===== src/rtl/tropical_pkg.sv =====
// Shared definitions for the tropical ALU instruction format: operations,
// function codes, field positions and loader state encoding.
package tropical_pkg;

  typedef enum logic [1:0] {
    OP_AND  = 2'd0,
    OP_OR   = 2'd1,
    OP_TADD = 2'd2,
    OP_TMUL = 2'd3
  } op_e;

  localparam logic [5:0]  FUNC_AND  = 6'd0;
  localparam logic [5:0]  FUNC_OR   = 6'd1;
  localparam logic [5:0]  FUNC_TADD = 6'd2;
  localparam logic [5:0]  FUNC_TMUL = 6'd4;
  localparam logic [5:0]  OPCODE_R  = 6'b0;
  localparam logic [31:0] NOP_WORD  = 32'h0000_0000;

  localparam int OPCODE_LSB = 26;
  localparam int RS_LSB     = 21;
  localparam int RT_LSB     = 16;
  localparam int RD_LSB     = 11;
  localparam int SHAMT_LSB  = 6;
  localparam int FUNC_LSB   = 0;

  typedef enum logic [1:0] {
    ST_IDLE = 2'd0,
    ST_LOAD = 2'd1,
    ST_PAD  = 2'd2,
    ST_DONE = 2'd3
  } state_e;

  // TMUL deliberately skips func 3, which the ALU decoder treats as reserved.
  function automatic logic [5:0] op_to_func(input op_e op);
    logic [5:0] func;
    case (op)
      OP_AND:  func = FUNC_AND;
      OP_OR:   func = FUNC_OR;
      OP_TADD: func = FUNC_TADD;
      OP_TMUL: func = FUNC_TMUL;
      default: func = FUNC_AND;
    endcase
    return func;
  endfunction

endpackage


===== src/rtl/tropical_instr_encoder.sv =====
// Combinational R-type encoder: (op, rs, rt, rd) -> 32-bit instruction word.
module tropical_instr_encoder
  import tropical_pkg::*;
(
  input  op_e         op,
  input  logic [4:0]  rs,
  input  logic [4:0]  rt,
  input  logic [4:0]  rd,
  output logic [31:0] word
);

  always_comb begin
    word = (32'(OPCODE_R) << OPCODE_LSB)
         | (32'(rs) << RS_LSB)
         | (32'(rt) << RT_LSB)
         | (32'(rd) << RD_LSB)
         | (32'(op_to_func(op)) << FUNC_LSB);
  end

endmodule


===== src/rtl/tropical_program_loader.sv =====
// Instruction-memory writer: encodes handshaked requests, pads with NOPs, reports done.
// state | meaning: IDLE wait start | LOAD accept requests | PAD write NOP words | DONE image complete
module tropical_program_loader
  import tropical_pkg::*;
#(
  parameter int DEPTH  = 8,
  parameter int ADDR_W = 3
) (
  input  logic              clk,
  input  logic              rst,
  input  logic              clear,
  input  logic              start,
  input  logic              req_valid,
  output logic              req_ready,
  input  logic [1:0]        req_op,
  input  logic [4:0]        req_rs,
  input  logic [4:0]        req_rt,
  input  logic [4:0]        req_rd,
  input  logic              req_last,
  output logic              imem_we,
  output logic [ADDR_W-1:0] imem_addr,
  output logic [31:0]       imem_wdata,
  output logic [ADDR_W:0]   prog_len,
  output logic              done
);

  localparam logic [ADDR_W:0] DEPTH_C = (ADDR_W+1)'(DEPTH);
  localparam logic [ADDR_W:0] LAST_C  = DEPTH_C - 1'b1;

  state_e            state, state_nx;
  logic [ADDR_W:0]   count;
  logic [ADDR_W:0]   count_inc;
  logic [31:0]       enc_word;
  logic              hs;

  assign count_inc = count + 1'b1;
  assign hs        = req_valid & req_ready;

  tropical_instr_encoder u_enc (
    .op   (op_e'(req_op)),
    .rs   (req_rs),
    .rt   (req_rt),
    .rd   (req_rd),
    .word (enc_word)
  );

  always_ff @(posedge clk or posedge rst) begin
    if (rst) state <= ST_IDLE;
    else     state <= state_nx;
  end

  always_comb begin
    state_nx = state;
    if (clear) begin
      state_nx = ST_IDLE;
    end else begin
      case (state)
        ST_IDLE: if (start) state_nx = ST_LOAD;
        ST_LOAD: if (hs && (req_last || count_inc == DEPTH_C))
                   state_nx = (count_inc < DEPTH_C) ? ST_PAD : ST_DONE;
        ST_PAD:  if (count >= LAST_C) state_nx = ST_DONE;
        ST_DONE: state_nx = ST_DONE;
        default: state_nx = ST_IDLE;
      endcase
    end
  end

  // done waits until the final registered write has been presented.
  always_comb begin
    req_ready = (state == ST_LOAD) && !clear;
    done      = (state == ST_DONE) && !imem_we;
  end

  always_ff @(posedge clk or posedge rst) begin
    if (rst) begin
      count      <= '0;
      prog_len   <= '0;
      imem_we    <= 1'b0;
      imem_addr  <= '0;
      imem_wdata <= '0;
    end else begin
      imem_we <= 1'b0;
      if (clear) begin
        count    <= '0;
        prog_len <= '0;
      end else begin
        case (state)
          ST_LOAD: if (hs) begin
            imem_we    <= 1'b1;
            imem_addr  <= count[ADDR_W-1:0];
            imem_wdata <= enc_word;
            count      <= count_inc;
            if (state_nx != ST_LOAD) prog_len <= count_inc;
          end
          ST_PAD: if (count < DEPTH_C) begin
            imem_we    <= 1'b1;
            imem_addr  <= count[ADDR_W-1:0];
            imem_wdata <= NOP_WORD;
            count      <= count_inc;
          end
          default: ;
        endcase
      end
    end
  end

endmodule


===== config.mk =====
export PLATFORM = sky130hd
export DESIGN_NAME = tropical_program_loader
export DESIGN_NICKNAME = d
export VERILOG_FILES = /design/src/rtl/tropical_pkg.sv /design/src/rtl/tropical_instr_encoder.sv /design/src/rtl/tropical_program_loader.sv
export SDC_FILE = /design/constraint.sdc
export NUM_CORES = 1
export LEC_CHECK = 0
export BUFFER_PORTS_ARGS = -buffer_cell sky130_fd_sc_hd__buf_4
export CAP_MARGIN = 10
export CORE_ASPECT_RATIO = 1.25
export CORE_MARGIN = 8
export CORE_UTILIZATION = 56
export CTS_CLUSTER_SIZE = 30
export DETAILED_ROUTE_END_ITERATION = 10
export GPL_TIMING_DRIVEN = 0
export PLACE_DENSITY = 0.85
export SYNTH_ARGS = -nofsm -noshare
export SYNTH_HDL_FRONTEND = slang
export SYNTH_HIERARCHICAL = 1
export SYNTH_SLANG_ARGS = --single-unit

===== constraint.sdc =====
create_clock -name clk -period 3.3 [get_ports clk]
set_input_delay 0.66 -clock clk [delete_from_list [all_inputs] [get_ports clk]]
set_output_delay 0.66 -clock clk [all_outputs]
set_load 0.05 [all_outputs]

==> out/results.ini <==
[power]
total_power_uw=2500
ir_drop_v=0.000589
powerDensity_nw_per_um2=875
p_leak_uw=0.00149

[worst_setup_path]
cp_max_fo=10
criticalPathCategory=flip-flop to flip-flop
crit_arrival_ns=2.44
startpoint_type=flip-flop
cp-end-kind=flip-flop
crit_required_ns=3.48

[placed_design]
gp_congestion=0.839
io_buffers=49
place_area_um2=2750
post-dp-hpwl_um=3620

[sta]
fin_worst_skew_ns=0.00731
hold_viol_final=0
setup_viol=0
rsz0062_at_grt=false
period_needed_ns=2.25
maxSlewViolCount=0
fin_crit_sh_pct=68.3
fmax_ghz=0.444
tns_ns=0

[clock_network]
cts_tree=built
clk_path_buf_depth=2
cts_buffers=5
cts_max_level=2
cts_resized=0
insertion_delay_ns=0.30
path_clk_slew_ns=0.09
cts_root_buf=clkbuf_8
clock_sinks=46
cts_setup_buffers=0
postCtsHoldBufs=0

[layout]
nets=289
final_area_um2=2860
regArea_um2=1150
final_layout_size_suffix_gt1_share_pct=40.1
synthToLayoutAreaGrowth_pct=27.4
n_antenna_cell=0
n_fill_cell=292
multiInputGateArea_um2=840

[synthesis]
yosys.area.top_type=dfrtp_1
synth_top_area_share_pct=51.3
synthCells=191
synth_ff_type=dfrtp_1
avgSynthCellArea_um2=11.8
ys_seq_area_share_pct=51.3
syn_area_um2=2240
ys_ff_latch=46
synthTopCellsByArea=dfrtp_1, a22o_1, buf_4
synth_most_common_cell=dfrtp_1
synth_cell_types=39
ys_async_sr_fraction_pct=100
yosys_warnings=6
synth_edf_count=0
netlist_top_cells_count=dfrtp_1, a22o_1, buf_4, inv_1, nor2_1

[global_route]
antenna_found_initial=0
grt_max_degree=26
grt_usage_pct=15.6
grt_pass1_vias=1679
grt_pass1_wl_um=7730
overflow=0

[floorplanning]
io_pins=65
core-area_um2=3820
die-area_um2=6300
die_w_um=72.6
fp-row-count=25
dieHeight_um=86.8
initial_core_util_pct=58.8

[detailed_routing]
remaining_drc_errors=0
drt-total-wl_um=4770
ant_nets=0
routed-via-count=1573
drtIter0Drc=108
dr.pass1.iters=4
vias_per_cell=4.98
wire_per_inst_um=15.1

[outcome]
status=finished clean

[hold_path]
hold_class=primary input to async pin

[run]
cap_violations=0

[power by group]
| part | leakage (uW) | internal [uW] | total (uW) | switching, uW |
|---|---|---|---|---|
| sequential | 0.000616 | 720 | 831 | 112 |
| clock | 0.0000514 | 226 | 415 | 189 |
| combinational | 0.000823 | 438 | 1260 | 819 |
| total | 0.00149 | 1380 | 2500 | 1120 |
[worst paths after layout]
| kind | startpoint | to | slack, ns | cells after the start |
|---|---|---|---|---|
| worst min-delay path | rst | imem_wdata[23]$_DFFE_PP0P_ | 0.38 | 2 |
| worst min register to register | imem_wdata[19]$_DFFE_PP0P_ | imem_wdata[19]$_DFFE_PP0P_ | 0.51 | 1 |
| worst max-delay path | state[0]$_DFF_PP0_ | imem_wdata[2]$_DFFE_PP0P_ | 1.05 | 9 |
| max in group asynchronous | rst | imem_addr[1]$_DFFE_PP0P_ | 2.42 | 3 |
| worst max register to register | state[0]$_DFF_PP0_ | imem_wdata[2]$_DFFE_PP0P_ | 1.05 | 9 |
| min in group clk | imem_wdata[19]$_DFFE_PP0P_ | imem_wdata[19]$_DFFE_PP0P_ | 0.51 | 1 |
[flip-flops by register name (all words and copies together) (netlist names)]
signal	count
imem_addr	3
prog_len	4
imem_we	1
state	2
imem_wdata	32
count	4
[layer usage]
| metal | track usage (%) | routed length (um) | up-vias | share of wire (%) |
|---|---|---|---|---|
| li1 | - | - | 760 | - |
| met1 | 17.7 | 1900 | 753 | 40 |
| met2 | 25.2 | 2400 | 54 | 50 |
| met3 | 6.47 | 391 | 6 | 8.2 |
| met4 | 6.20 | 74 | 0 | 1.6 |
| met5 | 0 | 0 | - | 0 |
[cell type report]
class                   count  area share [%]
clock buffers               6            2.54
flip-flops and latches     46            40.3
clock inverters             2            1.31
multi-input cells         110            29.4
plain buffers              39            9.41
well taps                  54            2.36
inverters                   9            1.18
repair buffers             50            13.6
[placed cells by master, fill, tap and decap left out, types with 5 or more instances in the layout]
| master | n |
|---|---|
| nand2_1 | 6 |
| clkbuf_8 | 5 |
| ha_1 | 5 |
| clkbuf_1 | 5 |
| conb_1 | 14 |
| nor2b_1 | 5 |
| dfrtp_1 | 46 |
| buf_4 | 78 |
| nor2_1 | 9 |
| inv_1 | 8 |
| a22o_1 | 32 |
[stage by stage]
stage	hold slack [ns]	instances	worst slack, ns	utilization (%)
floorplan	0.600	204	0.901	-
global placement	0.490	307	0.961	71.5
detailed placement	0.492	308	1.10	72.0
CTS	0.402	316	1.08	74.9
global route	0.416	316	0.876	74.9
finish	0.381	316	1.05	74.9
[worst max-delay path: stages (launching register included)]
cell and delay, ns:
dfrtp_1 0.46, inv_1 0.11, ha_1 0.24, nor2_1 0.09, a21oi_1 0.12, o21ai_1 0.19, or2_2 0.32, buf_2 0.17
buf_2 0.19, a22o_1 0.24
[kinds of logic (layout without fill, tap and decap cells)]
family | after synthesis | count (layout) | synth area share [%]
multiplexers | 4 | 4 | 1.95
adder cells (fa/ha/maj) | 5 | 5 | 2.79
other | 1 | 14 | 0.167
AND/OR/NAND/NOR | 34 | 34 | 9.20
XOR/XNOR | 5 | 5 | 1.95
flip-flops | 46 | 46 | 51.3
AO/OA/AOI/OAI | 48 | 48 | 19.2
buffers and inverters | 48 | 106 | 13.5
(Power assumes the default switching activity.)
